`src/rtl/freq_meter_pkg.sv`:
```
// freq_meter_pkg -- shared types and constant helpers for the gated frequency meter.
//   state_t         : measurement FSM states (IDLE, GATE, CAPTURE)
//   gate_cycles()   : gate window length in system clock cycles
//   gate_cnt_width(): width of the gate-window counter
package freq_meter_pkg;

  typedef enum logic [1:0] {
    ST_IDLE    = 2'd0,
    ST_GATE    = 2'd1,
    ST_CAPTURE = 2'd2
  } state_t;

  // Number of system clock cycles in one gate window.
  function automatic int gate_cycles(input int clk_hz, input int gate_div);
    return clk_hz / gate_div;
  endfunction

  // Gate counter only has to reach gate_cycles-2, so clog2 of the window is enough.
  function automatic int gate_cnt_width(input int n_cycles);
    return (n_cycles <= 2) ? 1 : $clog2(n_cycles);
  endfunction

endpackage

```
`src/rtl/freq_meter_sig_sync_edge.sv`:
```
// sig_sync_edge -- conditions the measured signal and produces a one-cycle
// pulse on each 0->1 transition.
// Build option: FREQ_METER_SYNC_EN
//   defined     : i_sig goes through a 2-FF synchronizer first (edge latency 3)
//   not defined : i_sig must already be synchronous to i_clk (edge latency 1)
// Ports:
//   i_clk   in  system clock
//   i_rst_n in  asynchronous active-low reset
//   i_sig   in  measured signal
//   o_edge  out rising-edge pulse, one cycle wide
module sig_sync_edge (
  input  logic i_clk,
  input  logic i_rst_n,
  input  logic i_sig,
  output logic o_edge
);

  logic w_cond;
  logic r_dly;

`ifdef FREQ_METER_SYNC_EN
  logic r_sync1;
  logic r_sync2;

  // Two-stage synchronizer for an input asynchronous to i_clk.
  always_ff @(posedge i_clk or negedge i_rst_n) begin
    if (!i_rst_n) begin
      r_sync1 <= 1'b0;
      r_sync2 <= 1'b0;
    end else begin
      r_sync1 <= i_sig;
      r_sync2 <= r_sync1;
    end
  end

  assign w_cond = r_sync2;
`else
  assign w_cond = i_sig;
`endif

  // One-cycle delayed copy of the conditioned signal for edge detection.
  always_ff @(posedge i_clk or negedge i_rst_n) begin
    if (!i_rst_n) begin
      r_dly <= 1'b0;
    end else begin
      r_dly <= w_cond;
    end
  end

  assign o_edge = w_cond & ~r_dly;

endmodule

```
`src/rtl/freq_meter.sv`:
```
// freq_meter -- gated frequency counter. Counts rising edges of SIG_IN over
// back-to-back windows of CLK_HZ/GATE_DIV system clock cycles and publishes
// each window's count through a valid/ack result register.
// Build option: FREQ_METER_SYNC_EN (see sig_sync_edge) adds a 2-FF input
// synchronizer for an SIG_IN that is asynchronous to CLK.
// Ports:
//   CLK          in   system clock, all logic on posedge
//   RST_N        in   asynchronous active-low reset
//   SIG_IN       in   measured signal
//   MEAS_EN      in   level, high runs back-to-back windows
//   RESULT_ACK   in   consumer acknowledges the current result
//   FREQ_COUNT   out  rising edges counted in the last completed window
//   RESULT_VALID out  result held, level until acknowledged
//   SAT          out  FREQ_COUNT saturated in that window
//   OVERRUN      out  sticky, an unacknowledged result was overwritten
module freq_meter
  import freq_meter_pkg::*;
#(
  parameter int CLK_HZ    = 100000000,
  parameter int GATE_DIV  = 10,
  parameter int CNT_WIDTH = 24
) (
  input  logic                 CLK,
  input  logic                 RST_N,
  input  logic                 SIG_IN,
  input  logic                 MEAS_EN,
  input  logic                 RESULT_ACK,
  output logic [CNT_WIDTH-1:0] FREQ_COUNT,
  output logic                 RESULT_VALID,
  output logic                 SAT,
  output logic                 OVERRUN
);

  localparam int GATE_CYCLES = gate_cycles(CLK_HZ, GATE_DIV);
  localparam int GW          = gate_cnt_width(GATE_CYCLES);
  // GATE spans counts 0..GATE_CYCLES-2, CAPTURE adds one cycle: full window.
  localparam logic [GW-1:0] GATE_LAST = GW'(GATE_CYCLES - 2);

  state_t                 r_state;
  state_t                 w_next;
  logic [GW-1:0]          r_gate_cnt;
  logic [CNT_WIDTH-1:0]   r_edge_cnt;
  logic                   r_sat;
  logic [CNT_WIDTH-1:0]   r_freq_count;
  logic                   r_valid;
  logic                   r_sat_out;
  logic                   r_overrun;
  logic                   w_edge;

  sig_sync_edge u_edge (
    .i_clk   (CLK),
    .i_rst_n (RST_N),
    .i_sig   (SIG_IN),
    .o_edge  (w_edge)
  );

  // FSM state register.
  always_ff @(posedge CLK or negedge RST_N) begin
    if (!RST_N) begin
      r_state <= ST_IDLE;
    end else begin
      r_state <= w_next;
    end
  end

  // FSM next-state logic; dropping MEAS_EN mid-window discards the window.
  always_comb begin
    w_next = r_state;
    case (r_state)
      ST_IDLE: begin
        if (MEAS_EN) w_next = ST_GATE;
        else         w_next = ST_IDLE;
      end
      ST_GATE: begin
        if (!MEAS_EN)                     w_next = ST_IDLE;
        else if (r_gate_cnt == GATE_LAST) w_next = ST_CAPTURE;
        else                              w_next = ST_GATE;
      end
      ST_CAPTURE: begin
        if (MEAS_EN) w_next = ST_GATE;
        else         w_next = ST_IDLE;
      end
      default: w_next = ST_IDLE;
    endcase
  end

  // Gate counter, saturating edge counter and its sat flag.
  always_ff @(posedge CLK or negedge RST_N) begin
    if (!RST_N) begin
      r_gate_cnt <= '0;
      r_edge_cnt <= '0;
      r_sat      <= 1'b0;
    end else begin
      case (r_state)
        ST_GATE: begin
          r_gate_cnt <= r_gate_cnt + GW'(1);
          if (w_edge) begin
            if (r_edge_cnt == {CNT_WIDTH{1'b1}}) r_sat <= 1'b1;
            else                                 r_edge_cnt <= r_edge_cnt + CNT_WIDTH'(1);
          end
        end
        ST_CAPTURE: begin
          // An edge in the capture cycle opens the next window's count.
          r_gate_cnt <= '0;
          r_edge_cnt <= w_edge ? CNT_WIDTH'(1) : CNT_WIDTH'(0);
          r_sat      <= 1'b0;
        end
        default: begin
          r_gate_cnt <= '0;
          r_edge_cnt <= '0;
          r_sat      <= 1'b0;
        end
      endcase
    end
  end

  // Result register and valid/ack handshake; capture takes priority over ack.
  always_ff @(posedge CLK or negedge RST_N) begin
    if (!RST_N) begin
      r_freq_count <= '0;
      r_valid      <= 1'b0;
      r_sat_out    <= 1'b0;
      r_overrun    <= 1'b0;
    end else if (r_state == ST_CAPTURE) begin
      r_freq_count <= r_edge_cnt;
      r_sat_out    <= r_sat;
      r_valid      <= 1'b1;
      if (r_valid && !RESULT_ACK) r_overrun <= 1'b1;
    end else if (RESULT_ACK && r_valid) begin
      r_valid   <= 1'b0;
      r_overrun <= 1'b0;
    end
  end

  assign FREQ_COUNT   = r_freq_count;
  assign RESULT_VALID = r_valid;
  assign SAT          = r_sat_out;
  assign OVERRUN      = r_overrun;

endmodule

```
`config.mk`:
```
export PLATFORM = sky130hd
export DESIGN_NAME = freq_meter
export DESIGN_NICKNAME = d
export VERILOG_FILES = /design/src/rtl/freq_meter_pkg.sv /design/src/rtl/freq_meter_sig_sync_edge.sv /design/src/rtl/freq_meter.sv
export SDC_FILE = /design/constraint.sdc
export NUM_CORES = 1
export LEC_CHECK = 0
export BUFFER_PORTS_ARGS = -buffer_cell sky130_fd_sc_hd__buf_2
export CAP_MARGIN = 20
export CORE_MARGIN = 2
export CORE_UTILIZATION = 59
export DETAILED_ROUTE_END_ITERATION = 16
export GPL_ROUTABILITY_DRIVEN = 0
export PLACE_DENSITY = 0.86
export SYNTH_ARGS = -nofsm -noshare
export SYNTH_HDL_FRONTEND = slang
export SYNTH_HIERARCHICAL = 1
export SYNTH_SLANG_ARGS = --single-unit
```
`constraint.sdc`:
```
create_clock -name CLK -period 2.2 [get_ports CLK]
set_input_delay 0.22 -clock CLK [delete_from_list [all_inputs] [get_ports CLK]]
set_output_delay 0.22 -clock CLK [all_outputs]
set_load 0.01 [all_outputs]
```
==> results_dict.tcl <==
set metrics [dict create \
    clk_latency_ns 0.36 \
    critical_path_required_ns 2.45 \
    grt_pass1_wl_microns 13810 \
    cp-end-kind "flop" \
    fin_crit_sh_pct 91.94 \
    first_pass_iters 4 \
    crit_cells 6 \
    fin_crit_ns 2.023 \
    hold_path.class "primary input to flop" \
    cts_sinks 79 \
    vias 2924 \
    viasPerCell 6.016 \
    grt_usage_pct 24.23 \
    critPathMaxFanout 15 \
    worstPathCellList "ha_1, nand4_1, nor4_4, a31o_2, o21ai_0, o41ai_1" \
    critPathTopFamily "compound AO/OA/AOI/OAI gates" \
    syn_inst 362 \
    cp_slowest_cell "dfrtp_1" \
    cap_viol_max_count 0 \
    holdWs_ns 0.1455 \
    numCtsBuffers 9 \
    clkTransAtPathRegs_ns 0.08 \
    pre_cts_ws_ns 0.1178 \
    die_w_microns 84.47 \
    cp_num_buf_inv 0 \
    ys_ff_latch 79 \
    synth-edff-count 0 \
    ff2ff_path_depth 6 \
    vdd_drop_max_mv 0.4364 \
    post-dp-hpwl_microns 5454 \
    wirelength_microns 7901 \
    synth_nets 373 \
    die_height_microns 84.47 \
    holdPathStages 3 \
    critPathArrivalTime_ns 2.28 \
    core_sq_um 6314 \
    synth_async_sr_flop_share_pct 100.0 \
    htreeDepth 3 \
    final_common_cell "dfrtp_1" \
    timing.final.ws_setup_ns 0.1774 \
    p_per_area_nw_per_um2 619.7 \
    wl_per_cell_microns 16.26 \
    synth_warnings 6 \
    slew_headroom_pct 54.43 \
    drt_iter0_markers 254 \
    syn2layout_area_growth_pct 13.33 \
    layout.nets 415 \
    gr-total-overflow 0 \
    insertedDiodeCount 0 \
    clock_skew_ns 0.009720 \
    die_area_sq_um 7134 \
    rsz0062_at_grt "no" \
    ys.flop_type "dfrtp_1" \
    row_count 29 \
    cts_root_buf "clkbuf_8" \
    worstSetupPathType "flop to flop" \
    grt_pass1_vias 3042 \
    clockBufferDepth 2 \
    postCtsSetupBuffers 0 \
    ant_nets 0 \
    grt_max_degree 49 \
    setup_viol 0 \
    seq_area_frac_synth_pct 51.75 \
    start_util_pct 60.50 \
    fillers 506 \
    ioPinCount 32 \
    p_leak_nw 1.964 \
    drc_errors 0 \
    mostFrequentLayoutCells "79 x dfrtp_1, 32 x nor2_1, 30 x buf_2" \
    hold_viol 0 \
    cp-start-kind "flop" \
    synthesis.area_sq_um 3820 \
    ys_types 49 \
    outcome "complete, no violations" \
    worst_pin_slew_ns 0.6774 \
    drv_slew 0 \
    avgSynthCellArea_sq_um 10.55 \
    max_stage_delay_ns 0.47 \
    io_buffer_count 31 \
    antenna_found_initial 0 \
    drive_gt1_share_pct 22.98 \
    setup-tns-final_ns 0 \
    fmax_ghz 0.4944 \
    cts_tree "built" \
]
-- cell families (layout without fill, tap and decap cells) --
group | after synthesis | after routing | share of synthesized area, %
AND/OR/NAND/NOR | 137 | 137 | 19.75
buffers and inverters | 22 | 69 | 2.588
XOR/XNOR | 19 | 19 | 4.356
adder cells (fa/ha/maj) | 6 | 6 | 1.965
multiplexers | 26 | 26 | 7.632
AO/OA/AOI/OAI | 73 | 73 | 11.96
flip-flops | 79 | 79 | 51.75
-- routing by layer --
| metal | part of all wire, % | vias to the layer above | wire, microns | track usage (%) |
|---|---|---|---|---|
| met3 | 4.0 | 16 | 319 | 5.310 |
| li1 | - | 1397 | - | - |
| met2 | 51 | 66 | 4029 | 41.85 |
| met4 | 2.2 | 0 | 171 | 10.82 |
| met5 | 0 | - | 0 | 0 |
| met1 | 43 | 1445 | 3380 | 29.22 |
-- cells in the mapped netlist, types with 2 or more instances --
master | n | area share, %
o21ai_0 | 28 | 3.7
ha_1 | 6 | 2.0
inv_1 | 7 | 0.69
mux2_2 | 25 | 7.4
nand3_1 | 20 | 2.6
xor2_1 | 7 | 1.6
a21oi_1 | 13 | 1.7
a32o_1 | 3 | 0.79
buf_1 | 2 | 0.20
and3_1 | 3 | 0.49
or3_1 | 4 | 0.65
and4_1 | 5 | 1.1
nor2_1 | 32 | 3.1
xnor2_1 | 12 | 2.8
buf_4 | 2 | 0.39
nor4_1 | 5 | 0.82
a31oi_1 | 8 | 1.3
nand4_1 | 9 | 1.5
o32ai_1 | 2 | 0.46
nor3_1 | 11 | 1.4
a41oi_1 | 3 | 0.69
o41ai_1 | 2 | 0.46
and2_1 | 3 | 0.49
clkbuf_1 | 7 | 0.69
dfrtp_1 | 79 | 52
nand2b_1 | 5 | 0.82
nand2_1 | 27 | 2.7
clkinv_1 | 2 | 0.20
o31ai_1 | 8 | 1.6
nand4_2 | 2 | 0.65
a21boi_0 | 2 | 0.39
-- repair_timing --
action | CTS | global route
hold buffers | 2 | 0
endpoints found under the setup margin | 0 | 5
gates resized for setup | 0 | 1
hold endpoints to repair | 48 | 0
-- layout make-up --
type	count	area (sq um)	area share, %
sequential	79	1977	45.66
multi-input combinational	261	1752	40.46
timing repair buffer	44	272.8	6.301
clock buffer	10	137.6	3.179
tap	77	96.34	2.225
clock inverter	6	60.06	1.387
inverter	9	33.78	0.7803
-- power breakdown --
| group | switching (mW) | leakage, nW | internal [mW] |
|---|---|---|---|
| logic | 0.0896 | 0.771 | 0.0436 |
| registers | 0.0134 | 1.10 | 1.46 |
| clock network | 0.526 | 0.0981 | 0.548 |
-- worst min-delay path, stage by stage --
cell and delay (ns):
buf_2 0.11, nand2b_1 0.09, a21oi_1 0.05
-- per-stage QoR --
| step | area [sq um] | std cells | total power, mW | utilization [%] |
|---|---|---|---|---|
| after floorplan | 3820 | 362 | 1.571 | - |
| after detailed placement | 4104 | 468 | 1.634 | 65.00 |
| after global routing | 4329 | 486 | 2.787 | 68.57 |
| final | 4329 | 486 | 2.683 | 68.57 |
| after CTS | 4322 | 486 | 2.709 | 68.45 |
| after global placement | 4104 | 468 | 1.628 | 65.00 |
-- flip-flops by register name, indices dropped and copies added (netlist names) --
name and cells:
r_sat 1, OVERRUN 1, RESULT_VALID 1, r_state 2, r_gate_cnt 24, r_edge_cnt 24, FREQ_COUNT 24, SAT 1
u_edge/r_dly 1
-- worst paths after layout --
check	end	startpoint	slack, ns
max	r_edge_cnt[23]$_DFFE_PN0P_	r_edge_cnt[0]$_DFFE_PN0P_	0.18
min in group asynchronous	FREQ_COUNT[19]$_DFFE_PN0P_	RST_N	0.41
min reg2reg	FREQ_COUNT[14]$_DFFE_PN0P_	FREQ_COUNT[14]$_DFFE_PN0P_	0.51
max in group asynchronous	r_gate_cnt[23]$_DFF_PN0_	RST_N	1.19
min	r_state[0]$_DFF_PN0_	MEAS_EN	0.15
max reg2reg	r_edge_cnt[23]$_DFFE_PN0P_	r_edge_cnt[0]$_DFFE_PN0P_	0.18
Power figures use the tool's default switching activity.
